**src/rtl/cpu_types_pkg.sv**
```systemverilog
// Shared pipeline types: register index, hazard controller states and the
// bundle of latch-control bits the hazard unit drives.
package cpu_types_pkg;

  typedef logic [4:0] regbits_t;

  typedef enum logic [1:0] {
    RUN     = 2'd0,
    BUBBLE  = 2'd1,
    MEMWAIT = 2'd2,
    HALTED  = 2'd3
  } hazard_state_t;

  typedef struct packed {
    logic pc_en;
    logic ifid_en;
    logic ifid_flush;
    logic idex_en;
    logic idex_flush;
    logic exmem_en;
    logic memwb_en;
  } hz_ctrl_t;

  // All latch enables tied to one value, flushes cleared.
  function automatic hz_ctrl_t ctrlAll(input logic en);
    hz_ctrl_t c;
    c.pc_en      = en;
    c.ifid_en    = en;
    c.ifid_flush = 1'b0;
    c.idex_en    = en;
    c.idex_flush = 1'b0;
    c.exmem_en   = en;
    c.memwb_en   = en;
    return c;
  endfunction

endpackage

```
**src/rtl/hazard_if.sv**
```systemverilog
// Pipeline-status inputs and stall/flush outputs of the hazard unit.
// Modport hz is the hazard unit side, tb the driving side.
interface hazard_if;
  import cpu_types_pkg::*;

  logic     ihit;
  logic     dhit;
  regbits_t id_rs;
  regbits_t id_rt;
  logic     id_uses_rt;
  regbits_t ex_writeReg;
  logic     ex_dmemREN;
  logic     mem_dmemREN;
  logic     mem_dmemWEN;
  logic     ex_pcsrc;
  logic     wb_halt;

  logic     pc_en;
  logic     ifid_en;
  logic     ifid_flush;
  logic     idex_en;
  logic     idex_flush;
  logic     exmem_en;
  logic     memwb_en;
  logic     halted;

  modport hz (
    input  ihit, dhit, id_rs, id_rt, id_uses_rt, ex_writeReg, ex_dmemREN,
           mem_dmemREN, mem_dmemWEN, ex_pcsrc, wb_halt,
    output pc_en, ifid_en, ifid_flush, idex_en, idex_flush, exmem_en,
           memwb_en, halted
  );

  modport tb (
    output ihit, dhit, id_rs, id_rt, id_uses_rt, ex_writeReg, ex_dmemREN,
           mem_dmemREN, mem_dmemWEN, ex_pcsrc, wb_halt,
    input  pc_en, ifid_en, ifid_flush, idex_en, idex_flush, exmem_en,
           memwb_en, halted
  );

endinterface

```
**src/rtl/hazard_unit.sv**
```systemverilog
// Stall/flush controller for the 5-stage pipeline (load-use, memory wait,
// taken branch, halt). Define HAZARD_STATS_EN to add saturating event counters.
module hazard_unit
  import cpu_types_pkg::*;
#(
  parameter int LU_BUBBLES = 1
`ifdef HAZARD_STATS_EN
  ,
  parameter int CNT_W = 32
`endif
) (
  input  logic CLK,
  input  logic nRST,
  hazard_if.hz hzif
`ifdef HAZARD_STATS_EN
  ,
  output logic [CNT_W-1:0] stat_lu,
  output logic [CNT_W-1:0] stat_mem,
  output logic [CNT_W-1:0] stat_flush
`endif
);

  localparam logic [1:0] LU_RELOAD = 2'(LU_BUBBLES - 1);

  hazard_state_t state_r;
  hazard_state_t stateRule_s;
  hazard_state_t stateNxt_s;
  logic [1:0]    bubCnt_r;
  logic [1:0]    bubCntNxt_s;
  logic          flushPend_r;
  logic          flushPendNxt_s;
  logic          dwait_s;
  logic          adv_s;
  logic          lu_s;
  logic          flushReq_s;
  hz_ctrl_t      ctrl_s;

  assign dwait_s    = (hzif.mem_dmemREN | hzif.mem_dmemWEN) & ~hzif.dhit;
  assign adv_s      = hzif.ihit & ~dwait_s;
  assign lu_s       = hzif.ex_dmemREN & (hzif.ex_writeReg != 5'd0) &
                      ((hzif.ex_writeReg == hzif.id_rs) |
                       (hzif.id_uses_rt & (hzif.ex_writeReg == hzif.id_rt)));
  assign flushReq_s = hzif.ex_pcsrc | flushPend_r;

  // Next-state and latch-control decisions; halt overrides the state below.
  always_comb begin
    ctrl_s         = ctrlAll(1'b0);
    stateRule_s    = state_r;
    bubCntNxt_s    = bubCnt_r;
    flushPendNxt_s = flushPend_r;
    case (state_r)
      RUN, MEMWAIT: begin
        if ((state_r == MEMWAIT) && !hzif.dhit) begin
          ctrl_s = ctrlAll(1'b0);
        end else begin
          // Leaving MEMWAIT on dhit makes the same decisions as RUN.
          ctrl_s      = ctrlAll(adv_s);
          stateRule_s = RUN;
          if (flushReq_s && adv_s) begin
            ctrl_s.pc_en      = 1'b1;
            ctrl_s.ifid_flush = 1'b1;
            ctrl_s.idex_flush = 1'b1;
            flushPendNxt_s    = 1'b0;
          end else if (lu_s && adv_s) begin
            ctrl_s.pc_en      = 1'b0;
            ctrl_s.ifid_en    = 1'b0;
            ctrl_s.idex_flush = 1'b1;
            if (LU_BUBBLES > 1) begin
              stateRule_s = BUBBLE;
              bubCntNxt_s = LU_RELOAD;
            end else begin
              stateRule_s = RUN;
            end
          end else begin
            flushPendNxt_s = flushPend_r | hzif.ex_pcsrc;
            stateRule_s    = dwait_s ? MEMWAIT : RUN;
          end
        end
      end
      BUBBLE: begin
        ctrl_s.idex_en    = adv_s;
        ctrl_s.idex_flush = adv_s;
        ctrl_s.exmem_en   = adv_s;
        ctrl_s.memwb_en   = adv_s;
        if (adv_s) begin
          bubCntNxt_s = bubCnt_r - 2'd1;
          stateRule_s = (bubCnt_r == 2'd1) ? RUN : BUBBLE;
        end else begin
          bubCntNxt_s = bubCnt_r;
        end
      end
      HALTED: begin
        ctrl_s = ctrlAll(1'b0);
      end
      default: begin
        stateRule_s = RUN;
      end
    endcase
  end

  assign stateNxt_s = hzif.wb_halt ? HALTED : stateRule_s;

  // Controller state register.
  always_ff @(posedge CLK or negedge nRST) begin
    if (!nRST) begin
      state_r     <= RUN;
      bubCnt_r    <= 2'd0;
      flushPend_r <= 1'b0;
    end else begin
      state_r     <= stateNxt_s;
      bubCnt_r    <= bubCntNxt_s;
      flushPend_r <= flushPendNxt_s;
    end
  end

  // Everything is held quiet while reset is asserted.
  assign hzif.pc_en      = ctrl_s.pc_en      & nRST;
  assign hzif.ifid_en    = ctrl_s.ifid_en    & nRST;
  assign hzif.ifid_flush = ctrl_s.ifid_flush & nRST;
  assign hzif.idex_en    = ctrl_s.idex_en    & nRST;
  assign hzif.idex_flush = ctrl_s.idex_flush & nRST;
  assign hzif.exmem_en   = ctrl_s.exmem_en   & nRST;
  assign hzif.memwb_en   = ctrl_s.memwb_en   & nRST;
  assign hzif.halted     = (state_r == HALTED);

`ifdef HAZARD_STATS_EN
  logic luEv_s;
  logic memEv_s;
  logic flushEv_s;
  logic [CNT_W-1:0] luCnt_r;
  logic [CNT_W-1:0] memCnt_r;
  logic [CNT_W-1:0] flushCnt_r;

  function automatic logic [CNT_W-1:0] satInc(input logic [CNT_W-1:0] v, input logic ev);
    return (ev && (v != {CNT_W{1'b1}})) ? v + {{(CNT_W-1){1'b0}}, 1'b1} : v;
  endfunction

  // Load-use bubbles flush ID/EX without touching IF/ID; branches flush both.
  assign luEv_s    = (state_r == BUBBLE) | (ctrl_s.idex_flush & ~ctrl_s.ifid_flush);
  assign memEv_s   = dwait_s & (state_r != HALTED);
  assign flushEv_s = ctrl_s.ifid_flush;

  // Saturating statistics counters.
  always_ff @(posedge CLK or negedge nRST) begin
    if (!nRST) begin
      luCnt_r    <= {CNT_W{1'b0}};
      memCnt_r   <= {CNT_W{1'b0}};
      flushCnt_r <= {CNT_W{1'b0}};
    end else begin
      luCnt_r    <= satInc(luCnt_r, luEv_s);
      memCnt_r   <= satInc(memCnt_r, memEv_s);
      flushCnt_r <= satInc(flushCnt_r, flushEv_s);
    end
  end

  assign stat_lu    = luCnt_r;
  assign stat_mem   = memCnt_r;
  assign stat_flush = flushCnt_r;
`endif

endmodule

```
**src/flat_wrapper.sv**
```systemverilog
// flat-port wrapper written by rule: the top's interface ports become plain ports
module hazard_unit_flat import cpu_types_pkg::*;
#(
  parameter int LU_BUBBLES = 1

)
  (CLK, nRST, hzif_ihit, hzif_dhit, hzif_id_rs, hzif_id_rt, hzif_id_uses_rt, hzif_ex_writeReg, hzif_ex_dmemREN, hzif_mem_dmemREN, hzif_mem_dmemWEN, hzif_ex_pcsrc, hzif_wb_halt, hzif_pc_en, hzif_ifid_en, hzif_ifid_flush, hzif_idex_en, hzif_idex_flush, hzif_exmem_en, hzif_memwb_en, hzif_halted);
  hazard_if hzif_i ();
  input  logic CLK;
  input  logic nRST;
  input wire logic [$bits(hzif_i.ihit)-1:0] hzif_ihit;
  input wire logic [$bits(hzif_i.dhit)-1:0] hzif_dhit;
  input wire logic [$bits(hzif_i.id_rs)-1:0] hzif_id_rs;
  input wire logic [$bits(hzif_i.id_rt)-1:0] hzif_id_rt;
  input wire logic [$bits(hzif_i.id_uses_rt)-1:0] hzif_id_uses_rt;
  input wire logic [$bits(hzif_i.ex_writeReg)-1:0] hzif_ex_writeReg;
  input wire logic [$bits(hzif_i.ex_dmemREN)-1:0] hzif_ex_dmemREN;
  input wire logic [$bits(hzif_i.mem_dmemREN)-1:0] hzif_mem_dmemREN;
  input wire logic [$bits(hzif_i.mem_dmemWEN)-1:0] hzif_mem_dmemWEN;
  input wire logic [$bits(hzif_i.ex_pcsrc)-1:0] hzif_ex_pcsrc;
  input wire logic [$bits(hzif_i.wb_halt)-1:0] hzif_wb_halt;
  output wire logic [$bits(hzif_i.pc_en)-1:0] hzif_pc_en;
  output wire logic [$bits(hzif_i.ifid_en)-1:0] hzif_ifid_en;
  output wire logic [$bits(hzif_i.ifid_flush)-1:0] hzif_ifid_flush;
  output wire logic [$bits(hzif_i.idex_en)-1:0] hzif_idex_en;
  output wire logic [$bits(hzif_i.idex_flush)-1:0] hzif_idex_flush;
  output wire logic [$bits(hzif_i.exmem_en)-1:0] hzif_exmem_en;
  output wire logic [$bits(hzif_i.memwb_en)-1:0] hzif_memwb_en;
  output wire logic [$bits(hzif_i.halted)-1:0] hzif_halted;
  assign hzif_i.ihit = hzif_ihit;
  assign hzif_i.dhit = hzif_dhit;
  assign hzif_i.id_rs = hzif_id_rs;
  assign hzif_i.id_rt = hzif_id_rt;
  assign hzif_i.id_uses_rt = hzif_id_uses_rt;
  assign hzif_i.ex_writeReg = hzif_ex_writeReg;
  assign hzif_i.ex_dmemREN = hzif_ex_dmemREN;
  assign hzif_i.mem_dmemREN = hzif_mem_dmemREN;
  assign hzif_i.mem_dmemWEN = hzif_mem_dmemWEN;
  assign hzif_i.ex_pcsrc = hzif_ex_pcsrc;
  assign hzif_i.wb_halt = hzif_wb_halt;
  assign hzif_pc_en = hzif_i.pc_en;
  assign hzif_ifid_en = hzif_i.ifid_en;
  assign hzif_ifid_flush = hzif_i.ifid_flush;
  assign hzif_idex_en = hzif_i.idex_en;
  assign hzif_idex_flush = hzif_i.idex_flush;
  assign hzif_exmem_en = hzif_i.exmem_en;
  assign hzif_memwb_en = hzif_i.memwb_en;
  assign hzif_halted = hzif_i.halted;
  hazard_unit #(.LU_BUBBLES(LU_BUBBLES)) u_core (.CLK(CLK), .nRST(nRST), .hzif(hzif_i));
endmodule
```
**config.mk**
```make
export PLATFORM = sky130hd
export DESIGN_NAME = hazard_unit_flat
export DESIGN_NICKNAME = d
export VERILOG_FILES = /design/src/rtl/cpu_types_pkg.sv /design/src/rtl/hazard_if.sv /design/src/rtl/hazard_unit.sv /design/src/flat_wrapper.sv
export SDC_FILE = /design/constraint.sdc
export NUM_CORES = 1
export LEC_CHECK = 0
export BUFFER_PORTS_ARGS = -buffer_cell sky130_fd_sc_hd__buf_2
export CELL_PAD_IN_SITES_DETAIL_PLACEMENT = 1
export CELL_PAD_IN_SITES_GLOBAL_PLACEMENT = 1
export CORE_UTILIZATION = 25
export DETAILED_ROUTE_END_ITERATION = 10
export PLACE_DENSITY = 0.75
export SETUP_SLACK_MARGIN = 0.3
export SYNTH_ARGS = -nofsm -noshare
export SYNTH_HDL_FRONTEND = slang
export SYNTH_SLANG_ARGS = --single-unit
```
**constraint.sdc**
```tcl
create_clock -name CLK -period 1.85 [get_ports CLK]
set_input_delay 0.4625 -clock CLK [delete_from_list [all_inputs] [get_ports CLK]]
set_output_delay 0.4625 -clock CLK [all_outputs]
set_load 0.005 [all_outputs]
```
== Yosys cells after proc, flatten, opt, wreduce, memory -nomap -nowiden ==
Cells that the tools add are included.

* Register bits: 5

* $add $sub $neg: 1
* Equality and inequality tests: 9
* Multiplexer cells: 19
* Bitwise logic cells: 18
* Reduce and logical (&&, ||, !) cells: 11

{| class="wikitable"
|+ Operators by type and width
! kind !! number
|-
| 2-to-1 mux 2 bit || 7
|-
| bitwise AND 1 bit || 12
|-
| case mux 4 bit (3 select lines) || 1
|-
| == test 5 bit || 2
|-
| 2-to-1 mux 1 bit || 8
|-
| 2-to-1 mux 7 bit || 1
|-
| AND reduction 3 bit || 2
|-
| nonzero test 5 bit || 1
|-
| == test 2 x 1 -> 1 bit (second input constant) || 2
|-
| == test 2 bit (second input constant) || 2
|-
| case mux 2 bit (2 select lines) || 1
|-
| logical AND 1 bit || 3
|-
| 2-to-1 mux 3 bit || 1
|-
| inequality test 3 x 2 -> 1 bit (second input constant) || 1
|-
| inequality test 3 bit (second input constant) || 1
|-
| inverter 1 bit || 3
|-
| bitwise OR 1 bit || 3
|-
| nonzero test 3 bit || 1
|-
| logical NOT 2 bit || 1
|-
| inequality test 2 x 1 -> 1 bit (second input constant) || 1
|-
| AND reduction 2 bit || 1
|-
| OR reduction 2 bit || 1
|-
| subtractor 2 x 1 -> 2 bit (second input constant) || 1
|-
| logical NOT 1 bit || 1
|}

== Depth between registers and ports, before layout ==
Gate-level depths: netlist of the first run.

* Depth after elaboration: 10
* Mapped depth: 4
* Depth with buffers taken out: 4

== Least setup slack after synthesis of the first run ==
OpenSTA, ideal clock, no wires.

* Kind: input-to-output
* From: in hzif_ex_writeReg[1]
* To: out hzif_ifid_en
* Arrival time: 1.349 ns
* Required time: 1.387 ns
* Path slack: 0.038 ns
* Cell stages on the path: 4
* Path buffers: 0
* Cells stage by stage: or4_1 o21ai_2 nor3_1 a21oi_1

* Word-level cells in the longest chain between the ends: 10

{| class="wikitable"
|+ Ends and longest elaborated chain
! what !! line !! RTL
|-
| start, declared || flat_wrapper.sv:16 || <nowiki>input wire logic [$bits(hzif_i.ex_writeReg)-1:0] hzif_ex_writeReg;</nowiki>
|-
| == test 5 bit || hazard_unit.sv:42 || <nowiki>(hzif.id_uses_rt & (hzif.ex_writeReg == hzif.id_rt)));</nowiki>
|-
| bitwise AND 1 bit || hazard_unit.sv:42 ||
|-
| bitwise OR 1 bit || hazard_unit.sv:41 || <nowiki>((hzif.ex_writeReg == hzif.id_rs) |</nowiki>
|-
| bitwise AND 1 bit * || hazard_unit.sv:40 || <nowiki>assign lu_s = hzif.ex_dmemREN & (hzif.ex_writeReg != 5'd0) &</nowiki>
|-
| logical AND 1 bit * || hazard_unit.sv:64 || <nowiki>end else if (lu_s && adv_s) begin</nowiki>
|-
| 2-to-1 mux 2 bit * || hazard_unit.sv:64 ||
|-
| 2-to-1 mux 1 bit * || hazard_unit.sv:59 || <nowiki>if (flushReq_s && adv_s) begin</nowiki>
|-
| 2-to-1 mux 7 bit * || hazard_unit.sv:53 || <nowiki>if ((state_r == MEMWAIT) && !hzif.dhit) begin</nowiki>
|-
| 2-to-1 mux 3 bit * || hazard_unit.sv:51 || <nowiki>case (state_r)</nowiki>
|-
| bitwise AND 1 bit * || hazard_unit.sv:118 || <nowiki>assign hzif.ifid_en = ctrl_s.ifid_en & nRST;</nowiki>
|-
| end, declared || flat_wrapper.sv:23 || <nowiki>output wire logic [$bits(hzif_i.ifid_en)-1:0] hzif_ifid_en;</nowiki>
|}

Mark *: on every way between the ends. The rest lies on a longest branch, timed or not.

== Final worst setup path of the first run ==
* From: in hzif_ex_writeReg[1]
* To: out hzif_idex_flush

* Word-level cells in the longest chain between the ends: 10

{| class="wikitable"
|+ Ends and longest elaborated chain
! what !! line !! RTL
|-
| == test 5 bit || hazard_unit.sv:42 ||
|-
| bitwise AND 1 bit || hazard_unit.sv:42 ||
|-
| bitwise OR 1 bit || hazard_unit.sv:41 ||
|-
| bitwise AND 1 bit * || hazard_unit.sv:40 ||
|-
| logical AND 1 bit * || hazard_unit.sv:64 ||
|-
| 2-to-1 mux 1 bit * || hazard_unit.sv:64 ||
|-
| 2-to-1 mux 1 bit * || hazard_unit.sv:59 ||
|-
| 2-to-1 mux 7 bit * || hazard_unit.sv:53 ||
|-
| case mux 4 bit (3 select lines) * || hazard_unit.sv:51 ||
|-
| bitwise AND 1 bit * || hazard_unit.sv:121 || <nowiki>assign hzif.idex_flush = ctrl_s.idex_flush & nRST;</nowiki>
|-
| end, declared || flat_wrapper.sv:26 || <nowiki>output wire logic [$bits(hzif_i.idex_flush)-1:0] hzif_idex_flush;</nowiki>
|}

Marks and branches as above.

==> flow_metrics.py, run 1 <==
metrics = {
    "cells_and_area": {
        "diodes": 0,
        "most-common-layout-cells": "30 x buf_2, 11 x xnor2_1, 11 x buf_4, 5 x nor2_1, 5 x buf_6",
        "layout_commonest_cell": "buf_2",
        "area_growth_pct": 93.0,
        "final_cell_area_um2": 865,
        "nets": 130,
        "drive_above_1_share_pct": 61.2,
        "multi_input_area_um2": 378,
        "seqCellArea_um2": 126,
        "fillCellCount": 196,
    },
    "sta": {
        "rsz0062_at_grt": "true",
        "final_max_slew_viol_count": 0,
        "max-slew-margin-rel_pct": 85.1,
        "finalCriticalPeriod_ns": 2.07,
        "setup_viol": 3,
        "post-route-period-util_pct": 112,
        "worst_pin_slew_ns": 0.222,
        "hold_viol_final": 0,
        "setup_ws_ns": -0.221,
        "fmax_mhz": 483,
        "skew_ns": 0.00431,
    },
    "drt": {
        "drtIter0Drc": 5,
        "antenna_left": 0,
        "drtPass1Iterations": 4,
        "vias": 585,
        "wl_per_cell_um": 13.9,
        "wirelength_um": 1770,
        "via_per_inst": 4.61,
        "post-route-drc-count": 0,
    },
    "global_route": {
        "grt_overflow": 0,
        "grt_max_degree": 7,
        "grt_pass1_vias": 635,
        "grt_pass1_wl_um": 2840,
        "antenna_found_initial": 0,
        "grt_use_total_pct": 19.8,
    },
    "critical_path": {
        "cp_data_required_time_ns": 1.39,
        "crit_type": "input port to output pin",
        "crit_fanout": 2,
        "endpoint_kind": "output pin",
        "slowest_delay_ns": 0.55,
        "arrival_ns": 1.61,
        "setup.worst_path.start_class": "input port",
        "crit_chain": "buf_6, or4_4, o21ai_4, nor2_1, o2bb2ai_1, buf_2",
        "cpMaxStageDelayCell": "or4_4",
    },
    "pwr": {
        "p_per_area_nw_per_um2": 435,
        "total_power_uw": 376,
        "ir_worst_vdd_uv": 164,
        "p_leak_nw": 0.416,
    },
    "synth": {
        "netlist_top_cells_area": "dfrtp_1 28%, xnor2_1 22%, a21oi_1 5.6%, nor2_1 5.0%, nand3_1 4.5%",
        "yosysWarnings": 0,
        "synthesis.nets": 81,
        "synth.avg_cell_area_um2": 8.14,
        "synth_cells": 55,
        "synth_compound_area_share_pct": 17.9,
        "ys_types": 21,
        "synth-simple-area-share_pct": 20.7,
        "ys_seq_elements": 5,
        "synth-seq-area-share_pct": 27.9,
        "synthAdderAreaFrac_pct": 2.79,
        "synth_xor_area_share_pct": 21.5,
        "muxShareOfSynthArea_pct": 2.51,
        "mappedNetlistArea_um2": 448,
        "synth_top_family_by_area": "XOR/XNOR gates",
        "synth_area_leader_cell": "dfrtp_1",
        "yosysTopAreaCellShare_pct": 27.9,
    },
    "clocking": {
        "h-tree-depth": 1,
        "clock_latency_ns": 0.25,
        "clkSinkCount": 5,
        "cts_tree": "built",
        "path_clk_slew_ns": 0.05,
        "cts_buffers": 3,
        "root_buffer": "clkbuf_4",
        "clock_path_buffers": 2,
        "cts.hold.buffers_added": 0,
    },
    "placement": {
        "gp_congestion": 0.812,
        "hpwl_um": 1160,
        "place.port_buffers": 32,
        "postPlaceCellArea_um2": 679,
    },
    "floorplanning": {
        "initial_utilization_pct": 28.1,
        "die_w_um": 44.3,
        "ios": 33,
        "die_h_um": 44.3,
        "row_count": 14,
        "dieArea_um2": 1970,
        "core_area_um2": 1590,
    },
    "run": {
        "drv_cap": 0,
    },
    "outcome": {
        "status": "complete, but fails checks",
        "violations": "setup timing",
    },
    "min_path": {
        "hp-class": "input port to async pin",
    },
}
layout make-up:
cell class	count	share of cell area (%)
well taps	24	3.47
clock buffers	4	3.04
inverters	4	1.74
repair buffers	46	33.4
multi-input cells	44	43.7
flip-flops and latches	5	14.6
per-stage QoR:
stage                     TNS (ns)  setup WS (ns)  util [%]  hold WS, ns  std cells
after floorplan                  0         0.0725         -        0.167         55
after global placement      -0.485         -0.168      42.6        0.380        116
after global routing        -0.699         -0.242      54.2        0.150        127
after detailed placement    -0.551         -0.193      42.6        0.385        116
final                       -0.597         -0.221      54.2        0.160        127
after CTS                   -0.514         -0.180      51.3        0.137        125
sequential cells by signal (all words and copies together), names as in the netlist:
signal,cells
u_core.bubCnt_r,2
u_core.flushPend_r,1
u_core.state_r,2
cells by family (layout without fill, tap and decap cells):
logic type | Yosys count | in the layout
XOR/XNOR | 11 | 11
adder cells (fa/ha/maj) | 1 | 1
buffers and inverters | 6 | 54
multiplexers | 1 | 1
AND/OR/NAND/NOR | 19 | 19
AO/OA/AOI/OAI | 12 | 12
flip-flops | 5 | 5
power by group:
group	total (mW)	internal [mW]	switching, mW
clock network	0.133	0.0820	0.0511
registers	0.125	0.119	0.00693
logic	0.118	0.0650	0.0528
path summary, 6_finish.rpt:
check	start	end	slack [ns]	cells past startpoint
min in group CLK	hzif_wb_halt	u_core.state_r[0]$_DFFE_PN0P_	0.43	2
max in group asynchronous	nRST	u_core.state_r[0]$_DFFE_PN0P_	1.55	2
worst max register to register	u_core.state_r[0]$_DFFE_PN0P_	u_core.bubCnt_r[1]$_DFFE_PN0P_	0.70	3
worst min-delay path	nRST	u_core.bubCnt_r[0]$_DFFE_PN0P_	0.16	2
worst max-delay path	hzif_ex_writeReg[1]	hzif_idex_flush	-0.22	6
worst min register to register	u_core.bubCnt_r[0]$_DFFE_PN0P_	u_core.bubCnt_r[0]$_DFFE_PN0P_	0.48	1
metal layers:
| layer | share of wire (%) | GRT usage, % |
|---|---|---|
| met1 | 38 | 22.3 |
| met2 | 58 | 38.2 |
| met3 | 3.7 | 1.63 |
| met4 | 0 | 7.27 |
| met5 | 0 | 0 |
synth_stat cells (all sizes together):
master,count
xnor2,11
ha,1
nand2,2
o21ai,1
o2bb2ai,1
buf,2
nor2,6
or4,1
and2,2
nand4,1
nand3,4
inv,4
a21o,1
a21oi,5
o22ai,1
mux2,1
o21bai,2
dfrtp,5
o2111ai,1
nor3,2
nor2b,1
timing repair:
item | CTS | global route
gates resized for setup | 16 | 6
setup endpoints to repair | 7 | 8
pin swaps | 6 | 1
buffers inserted | 5 | 2
worst max-delay path: cells and delay by family:
kind | cells | cell delay [ns]
AOI/OAI and AO/OA | 2 | 0.29
buffers and inverters | 2 | 0.24
and+or+nand+nor | 2 | 0.61
(Power assumes the default switching activity.)
==> run 2, diff against run 1 <==
Clock period 1.85 ns to 2.2 ns, I/O delays scaled along.
==> flow_metrics.py, run 2 (synthesis gave the netlist of run 1 again) <==
metrics = {
    "cells_and_area": {
        "fillCellCount": 208,
        "reg_top3": "u_core.bubCnt_r: 2 flops, u_core.state_r: 2 flops, u_core.flushPend_r: 1 flops",
        "layout_commonest_cell": "buf_2",
        "drive_above_1_share_pct": 55.4,
        "fin_util_pct": 46.5,
        "nets": 119,
        "finalNonFillerCells": 116,
        "area_growth_pct": 65.6,
        "diodes": 0,
        "most-common-layout-cells": "31 x buf_2, 11 x xnor2_1, 6 x nor2_1, 4 x inv_1, 4 x a21oi_1",
        "final_cell_area_um2": 742,
    },
    "critical_path": {
        "crit_path_start": "hzif_ex_writeReg[1]",
        "arrival_ns": 1.68,
        "endpoint_kind": "output pin",
        "cp_data_required_time_ns": 1.65,
        "setup.worst_path.start_class": "input port",
        "worst_r2r_path_depth": 3,
        "crit_type": "input port to output pin",
        "r2r-start": "u_core.state_r[1]$_DFFE_PN0P_",
        "crit_fanout": 2,
    },
    "clocking": {
        "cts_tree": "built",
        "root_buffer": "clkbuf_4",
        "path_clk_slew_ns": 0.05,
        "h-tree-depth": 1,
        "clock_latency_ns": 0.26,
        "clkSinkCount": 5,
        "cts_buffers": 3,
        "clock_path_buffers": 2,
    },
    "sta": {
        "skew_ns": 0.0119,
        "worst_pin_slew_ns": 0.226,
        "holdWs_ns": 0.122,
        "hold_viol_final": 0,
        "rsz0062_at_grt": "true",
        "final_max_slew_viol_count": 0,
        "max-slew-margin-rel_pct": 85.0,
        "tns_ns": -0.0315,
        "post-route-period-util_pct": 101,
        "setup_viol": 1,
        "fmax_mhz": 448,
        "finalCriticalPeriod_ns": 2.23,
        "setup_ws_ns": -0.0315,
    },
    "global_route": {
        "grt_use_total_pct": 17.4,
        "grt_pass1_wl_um": 2440,
        "antenna_found_initial": 0,
        "grt_overflow": 0,
        "grt_pass1_vias": 552,
        "grt_max_degree": 8,
    },
    "placement": {
        "hpwl_um": 1230,
        "postPlaceCellArea_um2": 642,
        "gp_congestion": 0.804,
        "pre_cts_ws_ns": -0.0187,
        "dpl.cell_count": 111,
        "place.port_buffers": 32,
    },
    "floorplanning": {
        "dieArea_um2": 1970,
        "core_area_um2": 1590,
        "ios": 33,
        "die_w_um": 44.3,
        "row_count": 14,
        "initial_utilization_pct": 28.1,
        "die_h_um": 44.3,
    },
    "pwr": {
        "p_per_area_nw_per_um2": 414,
        "switchingPower_uw": 90.2,
        "p_seq_share_pct": 34.5,
        "ir_worst_vdd_uv": 293,
        "p_sw_share_pct": 29.3,
        "p_clk_share_pct": 36.7,
        "combinationalPowerShare_pct": 28.8,
        "p_leak_nw": 0.352,
        "total_power_uw": 308,
        "internal_power_uw": 217,
    },
    "drt": {
        "vias": 528,
        "antenna_left": 0,
        "wirelength_um": 1510,
        "drtIter0Drc": 2,
        "wl_per_cell_um": 13.0,
        "post-route-drc-count": 0,
        "via_per_inst": 4.55,
        "drtPass1Iterations": 2,
    },
    "outcome": {
        "status": "complete, but fails checks",
        "violations": "setup timing",
    },
    "min_path": {
        "hp-class": "input port to async pin",
    },
    "run": {
        "drv_cap": 0,
    },
}
-- run 2: power groups by stage --
stage	Clock [mW]	Combinational, mW	Sequential (mW)
6_report	0.113	0.0887	0.106
5_1_grt	0.126	0.0997	0.106
4_1_cts	0.116	0.0854	0.106
3_5_place_dp	0	0.0775	0.107
3_3_place_gp	0	0.0733	0.107
2_1_floorplan	0	0.0367	0.106
-- run 2: timing repair --
item,CTS,global route
gates resized for setup,7,7
buffers inserted,1,0
hold buffers,0,0
setup endpoints to repair,7,7
pin swaps,5,3
-- run 2: cell type report --
class	instances	area (um2)	area share, %
Multi-Input combinational cell	44	354	47.7
Inverter	4	15.0	2.02
Tap cell	24	30.0	4.05
Sequential cell	5	128	17.2
Clock buffer	4	26.3	3.54
Timing Repair Buffer	35	189	25.5
-- run 2: worst max-delay path, stage by stage --
cell and delay [ns]:
buf_6 0.09, or4_4 0.53, o21ai_4 0.15, nor3_2 0.06, a21oi_1 0.16, buf_2 0.13
-- run 2: layer usage --
| layer | vias to the layer above | share of wire, % | track usage [%] | wire length, um |
|---|---|---|---|---|
| met5 | - | 0 | 0 | 0 |
| met4 | 0 | 2.7 | 7.88 | 40 |
| met3 | 4 | 4.9 | 5.31 | 73 |
| met2 | 19 | 53 | 30.6 | 793 |
| met1 | 243 | 40 | 19.0 | 598 |
| li1 | 262 | - | - | - |
-- run 2: worst paths after layout --
path / end / slack, ns
max: hzif_ifid_en / -0.03
min in group CLK: u_core.bubCnt_r[0]$_DFFE_PN0P_ / 0.48
max in group asynchronous: u_core.state_r[0]$_DFFE_PN0P_ / 1.90
min: u_core.state_r[1]$_DFFE_PN0P_ / 0.12
max reg2reg: u_core.bubCnt_r[1]$_DFFE_PN0P_ / 1.07
min reg2reg: u_core.bubCnt_r[0]$_DFFE_PN0P_ / 0.48
==> run 3, diff against run 2 <==
Settings changed: SETUP_SLACK_MARGIN 0.3 to not set.
==> flow_metrics.py, run 3 (synthesis gave the netlist of run 1 again) <==
metrics = {
    "outcome": {
        "status": "complete, but fails checks",
        "violations": "setup timing",
    },
    "sta": {
        "rsz0062_at_grt": "true",
        "final_max_slew_viol_count": 0,
        "finalCriticalPeriod_ns": 2.23,
        "setup_ws_ns": -0.0273,
        "holdWs_ns": 0.214,
        "max-slew-margin-rel_pct": 80.0,
        "skew_ns": 0.00756,
        "post-route-period-util_pct": 101,
        "fmax_mhz": 449,
        "worst_pin_slew_ns": 0.299,
        "tns_ns": -0.0508,
        "setup_viol": 3,
        "hold_viol_final": 0,
    },
    "placement": {
        "pre_cts_ws_ns": -0.0338,
        "dpl.cell_count": 113,
        "hpwl_um": 1100,
        "place.port_buffers": 32,
        "gp_congestion": 0.781,
        "postPlaceCellArea_um2": 653,
    },
    "cells_and_area": {
        "finalNonFillerCells": 117,
        "reg_top3": "u_core.bubCnt_r: 2 flops, u_core.state_r: 2 flops, u_core.flushPend_r: 1 flops",
        "most-common-layout-cells": "30 x buf_2, 11 x xnor2_1, 6 x nor2_1, 5 x a21oi_1, 5 x dfrtp_1",
        "area_growth_pct": 58.1,
        "fillCellCount": 214,
        "layout_commonest_cell": "buf_2",
        "nets": 120,
        "final_cell_area_um2": 708,
        "fin_util_pct": 44.4,
        "diodes": 0,
        "drive_above_1_share_pct": 46.2,
    },
    "clocking": {
        "cts.hold.buffers_added": 0,
        "cts_tree": "built",
        "root_buffer": "clkbuf_4",
        "h-tree-depth": 1,
        "clkSinkCount": 5,
        "cts_buffers": 3,
        "post_cts_buffers": 0,
        "clock_latency_ns": 0.24,
        "path_clk_slew_ns": 0.05,
        "clock_path_buffers": 2,
    },
    "drt": {
        "antenna_left": 0,
        "wirelength_um": 1390,
        "vias": 524,
        "drtIter0Drc": 2,
        "post-route-drc-count": 0,
        "via_per_inst": 4.48,
        "wl_per_cell_um": 11.8,
        "drtPass1Iterations": 2,
    },
    "global_route": {
        "antenna_found_initial": 0,
        "grt_pass1_vias": 542,
        "grt_max_degree": 8,
        "grt_overflow": 0,
        "grt_pass1_wl_um": 2330,
        "grt_use_total_pct": 16.7,
    },
    "floorplanning": {
        "die_w_um": 44.3,
        "dieArea_um2": 1970,
        "core_area_um2": 1590,
        "row_count": 14,
        "die_h_um": 44.3,
        "initial_utilization_pct": 28.1,
        "ios": 33,
    },
    "pwr": {
        "ir_worst_vdd_uv": 230,
        "p_leak_nw": 0.351,
        "p_per_area_nw_per_um2": 419,
        "total_power_uw": 297,
    },
    "critical_path": {
        "crit_type": "input port to output pin",
        "arrival_ns": 1.68,
        "reg2reg_slack_ns": 1.14,
        "cp_data_required_time_ns": 1.65,
        "crit_fanout": 2,
        "setup.worst_path.start_class": "input port",
        "r2r_end": "u_core.bubCnt_r[1]$_DFFE_PN0P_",
        "r2r-start": "u_core.state_r[1]$_DFFE_PN0P_",
        "endpoint_kind": "output pin",
        "worst_r2r_path_depth": 3,
    },
    "min_path": {
        "hp-class": "input port to async pin",
    },
    "run": {
        "drv_cap": 0,
    },
}
[run 3: cell type report]
cell class | count | area, um2 | share of cell area, %
Multi-Input combinational cell | 44 | 309 | 43.6
Timing Repair Buffer | 36 | 203 | 28.6
Sequential cell | 5 | 125 | 17.7
Tap cell | 24 | 30.0 | 4.24
Clock buffer | 4 | 26.3 | 3.71
Inverter | 4 | 15.0 | 2.12
[run 3: where the power goes]
group | internal, mW | leakage, nW | switching (mW)
Combinational | 0.0475 | 0.280 | 0.0363
Sequential | 0.0998 | 0.0560 | 0.00615
Clock | 0.0686 | 0.0150 | 0.0385
Total | 0.216 | 0.351 | 0.0809
[run 3: critical path: stages]
cell and delay (ns):
buf_6 0.10, or4_4 0.54, o21ai_4 0.16, nor3_2 0.06, a21oi_1 0.14, buf_2 0.13
[run 3: worst max path at each step]
stage | startpoint | end | slack, ns | depth (start not counted)
2_1_floorplan | hzif_ex_writeReg[1] | hzif_ifid_en | 0.21 | 4
3_3_place_gp | hzif_ex_writeReg[1] | hzif_ifid_en | -0.005 | 6
3_5_place_dp | hzif_ex_writeReg[1] | hzif_ifid_en | -0.03 | 6
4_1_cts | hzif_ex_writeReg[2] | hzif_ifid_en | -0.03 | 6
5_1_grt | hzif_ex_writeReg[3] | hzif_ifid_en | -0.1 | 6
6_report | hzif_ex_writeReg[3] | hzif_ifid_en | -0.03 | 6
[run 3: what timing repair did]
item                                    in CTS  in global routing
endpoints found under the setup margin       3                  3
gates resized for setup                      3                  3
pin swaps                                    6                  5
[run 3: metal layers]
metal,GRT usage [%],vias to the layer above,wire [um]
met5,0,-,0
met4,5.45,0,15
met2,30.6,17,752
li1,-,262,-
met1,18.3,243,556
met3,4.90,2,62
